`src/rtl/shift_frame_pkg.sv`:
```
// Shared definitions for the serial frame receiver: state encoding and
// derived timing/width helpers used by the controller.
package shift_frame_pkg;

    typedef enum logic [1:0] {
        IDLE  = 2'd0,
        START = 2'd1,
        DATA  = 2'd2,
        STOP  = 2'd3
    } state_t;

    // Start bit is re-checked half a bit period after the falling edge.
    function automatic int half_of(input int clks_per_bit);
        return clks_per_bit / 2;
    endfunction

    // Counter width for a modulus n, never collapsing to zero bits.
    function automatic int cnt_width(input int n);
        return (n > 1) ? $clog2(n) : 1;
    endfunction

endpackage

```
`src/rtl/shift_frame_ctrl_if.sv`:
```
// Serial line in, received word and status out; the controller is the slave,
// whoever drives the line and consumes the words is the master.
interface shift_frame_ctrl_if #(
    parameter int MSB = 8
);
    logic           serial_in;
    logic           dir;
    logic [MSB-1:0] data_out;
    logic           data_valid;
    logic           frame_err;
    logic           busy;

    modport master (
        output serial_in, dir,
        input  data_out, data_valid, frame_err, busy
    );

    modport slave (
        input  serial_in, dir,
        output data_out, data_valid, frame_err, busy
    );
endinterface

```
`src/rtl/shift_reg.sv`:
```
// Serial-in shift register; dir=0 shifts towards the LSB (LSB-first frames
// land in natural order), dir=1 shifts towards the MSB.
module shift_reg #(
    parameter int MSB = 8
) (
    input  logic           clk,
    input  logic           rstn,
    input  logic           en,
    input  logic           d,
    input  logic           dir,
    output logic [MSB-1:0] q
);

    // NOTE: sequential state uses non-blocking assignments so every register
    // samples the pre-edge values of its neighbours.
    always_ff @(posedge clk or negedge rstn) begin
        if (!rstn) begin
            q <= '0;
        end else if (en) begin
            q <= dir ? {q[MSB-2:0], d} : {d, q[MSB-1:1]};
        end
    end

endmodule

```
`src/rtl/shift_frame_ctrl.sv`:
```
// Frame receiver: finds the start bit, samples each data bit mid-period into
// shift_reg and checks the stop bit before publishing the word.
module shift_frame_ctrl
    import shift_frame_pkg::*;
#(
    parameter int MSB          = 8,
    parameter int CLKS_PER_BIT = 4
) (
    input  logic                clk,
    input  logic                rstn,
    shift_frame_ctrl_if.slave   bus
);

    localparam int HALF  = half_of(CLKS_PER_BIT);
    localparam int CYC_W = cnt_width(CLKS_PER_BIT);
    localparam int BIT_W = cnt_width(MSB);

    localparam logic [CYC_W-1:0] LAST_CYC  = CYC_W'(CLKS_PER_BIT - 1);
    localparam logic [CYC_W-1:0] HALF_LAST = CYC_W'(HALF - 1);
    localparam logic [BIT_W-1:0] LAST_BIT  = BIT_W'(MSB - 1);

    state_t           state_q, state_d;
    logic [CYC_W-1:0] cyc_q, cyc_d;
    logic [BIT_W-1:0] bit_q, bit_d;
    logic             dir_q, dir_d;
    logic             sr_en;
    logic             valid_d, err_d;
    logic [MSB-1:0]   sr_q;
    logic [MSB-1:0]   data_q;
    logic             valid_q, err_q;

    shift_reg #(.MSB(MSB)) u_shift_reg (
        .clk  (clk),
        .rstn (rstn),
        .en   (sr_en),
        .d    (bus.serial_in),
        .dir  (dir_q),
        .q    (sr_q)
    );

    // NOTE: every signal driven here gets a default first, so no path through
    // the case leaves a value unassigned and no latch is inferred.
    always_comb begin
        state_d = state_q;
        cyc_d   = cyc_q + 1'b1;
        bit_d   = bit_q;
        dir_d   = dir_q;
        sr_en   = 1'b0;
        valid_d = 1'b0;
        err_d   = 1'b0;

        case (state_q)
            IDLE: begin
                cyc_d = '0;
                if (!bus.serial_in) begin
                    state_d = START;
                    bit_d   = '0;
                    dir_d   = bus.dir;
                end
            end
            START: begin
                // A line that is high again mid start bit was a glitch.
                if (cyc_q == HALF_LAST) begin
                    cyc_d   = '0;
                    state_d = bus.serial_in ? IDLE : DATA;
                end
            end
            DATA: begin
                if (cyc_q == LAST_CYC) begin
                    cyc_d = '0;
                    sr_en = 1'b1;
                    if (bit_q == LAST_BIT) begin
                        bit_d   = '0;
                        state_d = STOP;
                    end else begin
                        bit_d = bit_q + 1'b1;
                    end
                end
            end
            STOP: begin
                if (cyc_q == LAST_CYC) begin
                    cyc_d   = '0;
                    state_d = IDLE;
                    valid_d = bus.serial_in;
                    err_d   = !bus.serial_in;
                end
            end
            default: state_d = IDLE;
        endcase
    end

    // NOTE: only control and datapath registers are reset here; there is no
    // memory array, so the whole state is cleared by rstn.
    always_ff @(posedge clk or negedge rstn) begin
        if (!rstn) begin
            state_q <= IDLE;
            cyc_q   <= '0;
            bit_q   <= '0;
            dir_q   <= 1'b0;
            data_q  <= '0;
            valid_q <= 1'b0;
            err_q   <= 1'b0;
        end else begin
            state_q <= state_d;
            cyc_q   <= cyc_d;
            bit_q   <= bit_d;
            dir_q   <= dir_d;
            valid_q <= valid_d;
            err_q   <= err_d;
            if (valid_d) begin
                data_q <= sr_q;
            end
        end
    end

    assign bus.data_out   = data_q;
    assign bus.data_valid = valid_q;
    assign bus.frame_err  = err_q;
    assign bus.busy       = (state_q != IDLE);

endmodule

```
`src/flat_wrapper.sv`:
```
// flat-port wrapper written by rule: the top's interface ports become plain ports
module shift_frame_ctrl_flat import shift_frame_pkg::*;
#(
    parameter int MSB          = 8,
    parameter int CLKS_PER_BIT = 4
)
  (clk, rstn, bus_serial_in, bus_dir, bus_data_out, bus_data_valid, bus_frame_err, bus_busy);
  shift_frame_ctrl_if #(.MSB(MSB)) bus_i ();
  input  logic clk;
  input  logic rstn;
  input wire logic [$bits(bus_i.serial_in)-1:0] bus_serial_in;
  input wire logic [$bits(bus_i.dir)-1:0] bus_dir;
  output wire logic [$bits(bus_i.data_out)-1:0] bus_data_out;
  output wire logic [$bits(bus_i.data_valid)-1:0] bus_data_valid;
  output wire logic [$bits(bus_i.frame_err)-1:0] bus_frame_err;
  output wire logic [$bits(bus_i.busy)-1:0] bus_busy;
  assign bus_i.serial_in = bus_serial_in;
  assign bus_i.dir = bus_dir;
  assign bus_data_out = bus_i.data_out;
  assign bus_data_valid = bus_i.data_valid;
  assign bus_frame_err = bus_i.frame_err;
  assign bus_busy = bus_i.busy;
  shift_frame_ctrl #(.MSB(MSB), .CLKS_PER_BIT(CLKS_PER_BIT)) u_core (.clk(clk), .rstn(rstn), .bus(bus_i));
endmodule
```
`config.mk`:
```
export PLATFORM = sky130hd
export DESIGN_NAME = shift_frame_ctrl_flat
export DESIGN_NICKNAME = d
export VERILOG_FILES = /design/src/rtl/shift_frame_pkg.sv /design/src/rtl/shift_frame_ctrl_if.sv /design/src/rtl/shift_reg.sv /design/src/rtl/shift_frame_ctrl.sv /design/src/flat_wrapper.sv
export SDC_FILE = /design/constraint.sdc
export NUM_CORES = 1
export LEC_CHECK = 0
export CORE_UTILIZATION = 35
export CTS_BUF_LIST = sky130_fd_sc_hd__clkbuf_2
export CTS_CLUSTER_DIAMETER = 120
export DETAILED_ROUTE_END_ITERATION = 10
export PLACE_DENSITY = 0.53
export SLEW_MARGIN = 20
export SYNTH_ARGS = -nofsm -noshare
export SYNTH_HDL_FRONTEND = slang
export SYNTH_HIERARCHICAL = 1
export SYNTH_SLANG_ARGS = --single-unit
export TNS_END_PERCENT = 30
```
`constraint.sdc`:
```
create_clock -name clk -period 1.7 [get_ports clk]
set_input_delay 0.51 -clock clk [delete_from_list [all_inputs] [get_ports clk]]
set_output_delay 0.51 -clock clk [all_outputs]
set_load 0.05 [all_outputs]
```
# After elaboration in Yosys (flattened, before gate mapping)
# Index checks and enable logic that the tools add are counted.
# word_totals
regBits	26
word_cells	51
# classes
n_addsub	2
eq_ne	11
n_mux	21
bitwise_logic	1
reduce_logical	8
# op_table
cell	n
2-bit 2-to-1 mux	8
3-bit 2-to-1 mux	3
8-bit 2-to-1 mux	1
2-bit by 1-bit inequality test with 1-bit output, second input constant	4
2-bit one-hot mux with 4 select lines	1
2-bit == test, second input constant	3
1-bit 2-to-1 mux	6
2-bit one-hot mux with 3 select lines	1
3-bit one-hot mux with 2 select lines	1
5-bit AND reduction	1
2-bit by 1-bit == test with 1-bit output, second input constant	2
2-bit nonzero test	2
3-bit by 1-bit adder with 3-bit output, second input constant	1
3-bit == test, second input constant	1
3-bit AND reduction	1
2-bit by 1-bit adder with 2-bit output, second input constant	1
2-bit zero test	1
2-bit inequality test, second input constant	1
2-bit AND reduction	1
2-bit OR reduction	1
1-bit zero test	1
1-bit NOT	1

# Depth between registers and ports, before layout
# Gate-level depths: netlist (run 1).
# logic_depth
word_depth	4
ltp_mapped	7
mapped_depth_nobuf	5

# Modules after synthesis
# Netlist (run 1), hierarchy kept.
# modules_own_cells
module	instances	cells_each	area_each_um2	seq_area_each_um2
shift_frame_ctrl	1	65	838.3	450.4
shift_reg	1	35	382.9	200.2

# Worst setup path before layout (run 1)
# No wires, ideal clock.
# synth_path
path_type	reg-to-reg
from	register u_core.state_q[0]
to	register u_core.dir_q
setup_time_ns	0.125
arrival_time_ns	1.260
required_ns	1.575
slack_ns	0.315
stages_incl_launch_ff	5
path_buffers	1
period_less_slack_ns	1.385
cell_sequence	dfrtp_1 > buf_6 > or2_4 > nor2_1 > mux2_2
# synth_between
elab_chain_cells	2
# synth_rtl
element	line	text
start: declaration	shift_frame_ctrl.sv:22	state_t state_q, state_d;
start signal: assignment	shift_frame_ctrl.sv:104	state_q <= state_d;
2-bit zero test	shift_frame_ctrl.sv:52	case (state_q)
2-bit AND reduction (no line)	n/a	
end signal: assignment	shift_frame_ctrl.sv:107	dir_q <= dir_d;
end: declaration	shift_frame_ctrl.sv:25	logic dir_q, dir_d;
# Every way passes these cells.
# A chain may end at the register's enable or synchronous reset.

# Final worst setup path (run 1)
# layout_path
from	register u_core.state_q[0]
to	output port bus_busy
# layout_between
elab_chain_cells	1
# layout_rtl
element	line	text
2-bit nonzero test	shift_frame_ctrl.sv:119	assign bus.busy = (state_q != IDLE);
end: declaration	flat_wrapper.sv:16	output wire logic [$bits(bus_i.busy)-1:0] bus_busy;
# Every way passes these cells.

==> flow_summary.toml, run 1 <==
[sta]
worstMarginPinSlew_ps = 444
fin_crit_ps = 1700
slew_headroom_pct = 70.4
fmaxAchievable_ghz = 0.587
setup_tns_ps = -4.64
layout_setup_ws_ps = -4.64
drv_slew = 0
skew_ps = 12.6
min_period_over_period_pct = 100
rsz0062_at_grt = "true"
finalHoldViolCount = 0
setup_viol = 1
hold_ws_ps = 467

[min_path]
hold_path_class = "in2async"

[yosys]
netlist_area_sq_mm = 0.00122
yosysSeqAreaShare_pct = 53.3
synth.avg_cell_area_sq_um = 12.2
ys_warn_count = 6
syn_inst = 100
synth-seq-cells = 26
yosys.area.top_type = "dfrtp_1"
synthDistinctLibCells = 26
synth_top_area_share_pct = 53.3
syn_nets = 109
synth_area_leaders = "dfrtp_1 (53%), mux2_2 (8.3%), mux2i_1 (6.6%), ha_1 (5.1%), a21oi_1 (3.7%)"

[pwr]
p_sw_share_pct = 38.6
internal_power_mw = 1.74
power_mw = 2.83
p_leak_nw = 0.733
clkPwrFrac_pct = 13.8
power.density_mw_per_mm2 = 1810
seq_power_share_pct = 39.3
p_switching_mw = 1.09
power_frac_comb_pct = 46.9
peakVddDrop_mv = 0.861

[floorplanning]
die_w_microns = 61.1
num_rows = 21
core_area_sq_mm = 0.00334
start_util_pct = 36.6
die-area_sq_mm = 0.00373
pin_count = 15
dieHeight_microns = 61.1

[worst_setup_path]
r2r_start = "u_core/cyc_q[0]$_DFF_PN0_"
path_cells = "or2_4 > buf_12"
cp-end-kind = "primary output"
rrSetupSlack_ps = 230
worstPathArrival_ps = 1190
cp-startpoint = "u_core/state_q[0]$_DFFE_PN0P_"
slowest_delay_ps = 430
crit_slowest_cell = "dfrtp_1"
required_ps = 1190
cp-start-kind = "flop"
worstPathMaxFanout = 2
timing.rr.end = "u_core/u_shift_reg/q[0]$_DFFE_PN0P_"
path_class = "reg2out"
r2r_cells = 6

[cells_and_area]
syn2layout_area_growth_pct = 27.9
drive_above_1_share_pct = 31.4
fillCellCount = 308
multi_input_area_sq_um = 499
fin_util_pct = 46.8
fin_nets = 128
diodes = 0
ff_latch_area_sq_um = 651
final_cell_area_sq_mm = 0.00156
stdcell_count = 164

[route]
vias = 806
wl_microns = 1990
wl_per_cell_microns = 12.1
dr.pass1.iters = 4
wl_met1_microns = 923
wl_met2_microns = 971
dr.max_layer_used = "met4"
via_per_inst = 4.91
ant_nets = 0
drt_iter0_markers = 19
drc = 0
wl_met3_microns = 78

[clock_network]
hold_buffers = 0
worstSkewPairLatency_ps = 360
cts_tree = "built"
numCtsBuffers = 3
clkTransAtPathRegs_ps = 250
cts_buffer_depth = 2
cts_sinks = 26
root_buffer = "clkbuf_2"
cts.htree.levels = 1

[placed_design]
pre_cts_slack_ps = -132
dp.cells = 160
placed_cell_area_sq_mm = 0.00152
hpwl_microns = 1440
gp_congestion = 0.778
portBuffers = 14

[run_status]
status = "complete, but fails checks"
violations = "setup timing"

[global_routing]
grt_start_max_net_pins = 27
antenna_found_initial = 0
grt_usage_pct = 13.0
grt_overflow = 0
first_global_vias = 760
grt_pass1_wl_microns = 3440

[flow_run]
drv_cap = 0
-- per-layer routing --
layer | GRT usage [%] | up-vias
met2 | 21.3 | 14
met3 | 4.41 | 2
met1 | 16.3 | 401
li1 | - | 389
met5 | 0 | -
met4 | 3.90 | 0
-- sequential cells by signal, summed over array words and instances (netlist names), named ones only --
signal,count
u_core/bit_q,3
u_core/bus.data_out,8
u_core/bus.data_valid,1
u_core/bus.frame_err,1
u_core/cyc_q,2
u_core/dir_q,1
u_core/state_q,1
u_core/u_shift_reg/q,8
-- cell type report --
class | instances | share of cell area, %
Sequential cell | 26 | 41.7
Multi-Input combinational cell | 64 | 32.0
Timing Repair Buffer | 19 | 18.4
Tap cell | 46 | 3.69
Clock inverter | 1 | 1.92
Inverter | 5 | 1.36
Clock buffer | 3 | 0.962
-- worst max path at each step --
stage                     cells past startpoint                                  to
after CTS                                     2                            bus_busy
after global routing                          2                            bus_busy
after detailed placement                      3  u_core/bus.data_out[1]$_DFFE_PN0P_
after global placement                        3  u_core/bus.data_out[1]$_DFFE_PN0P_
after floorplan                               4            u_core/dir_q$_DFFE_PN0P_
final                                         2                            bus_busy
-- cells in the mapped netlist --
| cell type | instances |
|---|---|
| a21o_1 | 1 |
| a21oi_1 | 9 |
| a22o_1 | 5 |
| a22o_2 | 1 |
| a311oi_1 | 1 |
| a31oi_1 | 1 |
| a32o_1 | 1 |
| buf_6 | 4 |
| clkbuf_2 | 1 |
| dfrtp_1 | 26 |
| ha_1 | 5 |
| inv_1 | 3 |
| inv_2 | 1 |
| inv_4 | 1 |
| mux2_2 | 9 |
| mux2i_1 | 8 |
| nand2_1 | 3 |
| nand3_1 | 1 |
| nand4_4 | 1 |
| nor2_1 | 10 |
| nor2_2 | 2 |
| nor2b_1 | 1 |
| nor3_1 | 2 |
| o21ai_0 | 1 |
| or2_2 | 1 |
| or2_4 | 1 |
-- power by group through the flow --
| stage | clock, mW | combinational, mW | sequential [mW] |
|---|---|---|---|
| floorplan | 0 | 0.777 | 1.23 |
| global placement | 0 | 1.31 | 1.12 |
| detailed placement | 0 | 1.34 | 1.13 |
| CTS | 0.403 | 1.34 | 1.12 |
| global route | 0.423 | 1.45 | 1.15 |
| finish | 0.390 | 1.33 | 1.11 |
-- layout by cell type, fill, tap and decap left out, types with 2 or more instances in the layout --
master,n
a21oi_1,9
a22o_1,5
buf_12,11
buf_4,5
clkbuf_2,3
clkdlybuf4s50_1,3
dfrtp_1,26
ha_1,5
inv_1,3
mux2_2,9
mux2i_1,8
nand2_1,3
nor2_1,10
nor2_2,2
nor3_1,2
-- kinds of logic (layout without fill, tap and decap cells) --
family / after synthesis / in the layout / synth area share [%]
flops: 26 / 26 / 53.3
simple gates: 22 / 22 / 9.73
compound gates: 20 / 20 / 11.2
mux: 17 / 17 / 14.9
buf+inv: 10 / 28 / 5.84
fa+ha+maj: 5 / 5 / 5.12
-- worst max-delay path, delay by kind of cell (launching register included) --
family / cells / cell delay (ps)
flops: 1 / 430
buf+inv: 1 / 150
simple gates: 1 / 270
-- timing repair --
action                     CTS  global route
setup endpoints to repair    1             1
buffers inserted             0             0
resized for setup            0             0
No activity file was read; power rests on OpenSTA's default activity.
==> run 2, diff against run 1 <==
--- a/config.mk
+++ b/config.mk
@@ -5,11 +5,11 @@
 export SDC_FILE = /design/constraint.sdc
 export NUM_CORES = 1
 export LEC_CHECK = 0
-export CORE_UTILIZATION = 35
+export CORE_UTILIZATION = 50
 export CTS_BUF_LIST = sky130_fd_sc_hd__clkbuf_2
 export CTS_CLUSTER_DIAMETER = 120
 export DETAILED_ROUTE_END_ITERATION = 10
-export PLACE_DENSITY = 0.53
+export PLACE_DENSITY = 0.72
 export SLEW_MARGIN = 20
 export SYNTH_ARGS = -nofsm -noshare
 export SYNTH_HDL_FRONTEND = slang
==> constraint.sdc (replaced) <==
create_clock -name clk -period 1.8 [get_ports clk]
set_input_delay 0.54 -clock clk [delete_from_list [all_inputs] [get_ports clk]]
set_output_delay 0.54 -clock clk [all_outputs]
set_load 0.05 [all_outputs]
==> run 2 against run 1 <==
- the run now ends clean
- clock skew barely moved
- global-route usage rose by 5.3 points
- non-clock buffer count did not move
- via count fell by 1.4%
- total power fell by 17%
- sequential power fell by 8%
- die area fell by 29%
- sequential share of layout area rose by 5.3 points
- core utilization rose by 15 points
- largest cell class unchanged
- largest power group unchanged
==> flow_summary.toml, run 2 (same netlist as run 1, synthesis figures left out) <==
[run_status]
status = "complete, no violations"

[clock_network]
cts_buffer_depth = 2
cts_resized = 0
cts_tree = "built"
hold_buffers = 0
worstSkewPairLatency_ps = 330
root_buffer = "clkbuf_2"
clkTransAtPathRegs_ps = 230
post_cts_buffers = 0
cts_sinks = 26
numCtsBuffers = 3
cts.htree.levels = 1

[min_path]
hold_path_class = "reg2reg"
hold_path_depth = 1
hold_path_end = "u_core/cyc_q[0]$_DFF_PN0_"
min_from = "u_core/cyc_q[0]$_DFF_PN0_"

[placed_design]
dp.cells = 142
portBuffers = 14
gp_congestion = 0.733
hpwl_microns = 1400

[floorplanning]
dieHeight_microns = 51.4
start_util_pct = 54.2
die-area_sq_mm = 0.00264
pin_count = 15
num_rows = 17
core_area_sq_mm = 0.00225
die_w_microns = 51.4

[cells_and_area]
final_common_cell = "dfrtp_1"
diodes = 0
final_cell_mix = "dfrtp_1 (26), buf_4 (15), nor2_1 (10)"
fin_nets = 128
ff_latch_area_sq_um = 651
drive_above_1_share_pct = 30.8
stdcell_count = 145
syn2layout_area_growth_pct = 13.3
fillCellCount = 194
multi_input_area_sq_um = 499

[pwr]
power.density_mw_per_mm2 = 1700
power_mw = 2.35
p_leak_nw = 0.688
peakVddDrop_mv = 0.815

[route]
wl_microns = 1970
dr.pass1.iters = 4
via_per_inst = 5.48
drt_iter0_markers = 11
vias = 795
drc = 0
wl_per_cell_microns = 13.6
ant_nets = 0

[worst_setup_path]
cp-end-kind = "primary output"
r2r_cells = 6
rrSetupSlack_ps = 310
path_class = "reg2out"
worstPathMaxFanout = 2
cp-start-kind = "flop"
required_ps = 1260
worstPathArrival_ps = 1170
timing.rr.end = "u_core/u_shift_reg/q[7]$_DFFE_PN0P_"
r2r_start = "u_core/cyc_q[0]$_DFF_PN0_"

[sta]
rsz0062_at_grt = "false"
fin_crit_ps = 1710
drv_slew = 0
fmaxAchievable_ghz = 0.584
skew_ps = 13.1
finalHoldViolCount = 0
hold_ws_ps = 513
setup_viol = 0
worstMarginPinSlew_ps = 453
min_period_over_period_pct = 95.2
slew_headroom_pct = 69.8

[global_routing]
grt_overflow = 0
antenna_found_initial = 0
first_global_vias = 830
grt_usage_pct = 18.3
grt_pass1_wl_microns = 3550
grt_start_max_net_pins = 27

[flow_run]
drv_cap = 0
run 2: worst max-delay path by stage:
stage | startpoint | endpoint | slack (ps) | cells past startpoint
2_1_floorplan | u_core/state_q[0]$_DFFE_PN0P_ | u_core/dir_q$_DFFE_PN0P_ | 420 | 4
3_3_place_gp | bus_serial_in | u_core/bus.data_out[6]$_DFFE_PN0P_ | 0.06 | 3
3_5_place_dp | bus_serial_in | u_core/bus.data_out[3]$_DFFE_PN0P_ | -50 | 3
4_1_cts | u_core/state_q[0]$_DFFE_PN0P_ | bus_busy | 60 | 2
5_1_grt | u_core/state_q[0]$_DFFE_PN0P_ | bus_busy | 20 | 2
6_report | u_core/state_q[0]$_DFFE_PN0P_ | bus_busy | 90 | 2
run 2: where the power goes:
part | total (mW) | leakage (nW) | switching, mW | internal [mW]
logic | 1.12 | 0.348 | 0.613 | 0.510
clock network | 0.203 | 0.0125 | 0.158 | 0.0454
registers | 1.02 | 0.328 | 0.217 | 0.805
total | 2.35 | 0.688 | 0.988 | 1.36
run 2: final cells by class:
| type | instances | area share (%) |
|---|---|---|
| tap | 28 | 2.53 |
| multi-input combinational | 64 | 36.1 |
| timing repair buffer | 19 | 11.8 |
| inverter | 5 | 1.54 |
| sequential | 26 | 47.0 |
| clock buffer | 3 | 1.08 |
run 2: worst max-delay path: stages, from the launching register on:
cell     delay, ps
dfrtp_1        430
or2_4          260
buf_12         150
run 2: layer usage:
metal | wire length [microns] | up-vias | GRT usage, %
li1 | - | 387 | -
met1 | 918 | 397 | 22.9
met2 | 994 | 9 | 31.6
met3 | 45 | 2 | 2.98
met4 | 14 | 0 | 6.76
met5 | 0 | - | 0
run 2: per-stage QoR:
stage	setup TNS (ps)	utilization, %	setup WS, ps	instance area [sq um]
after floorplan	0	-	415	1220
after global placement	0	60.7	0.0626	1370
after detailed placement	-380	60.7	-54.9	1370
after CTS	0	61.4	64.2	1380
after global routing	0	61.4	21.5	1380
final	0	61.4	87.1	1380
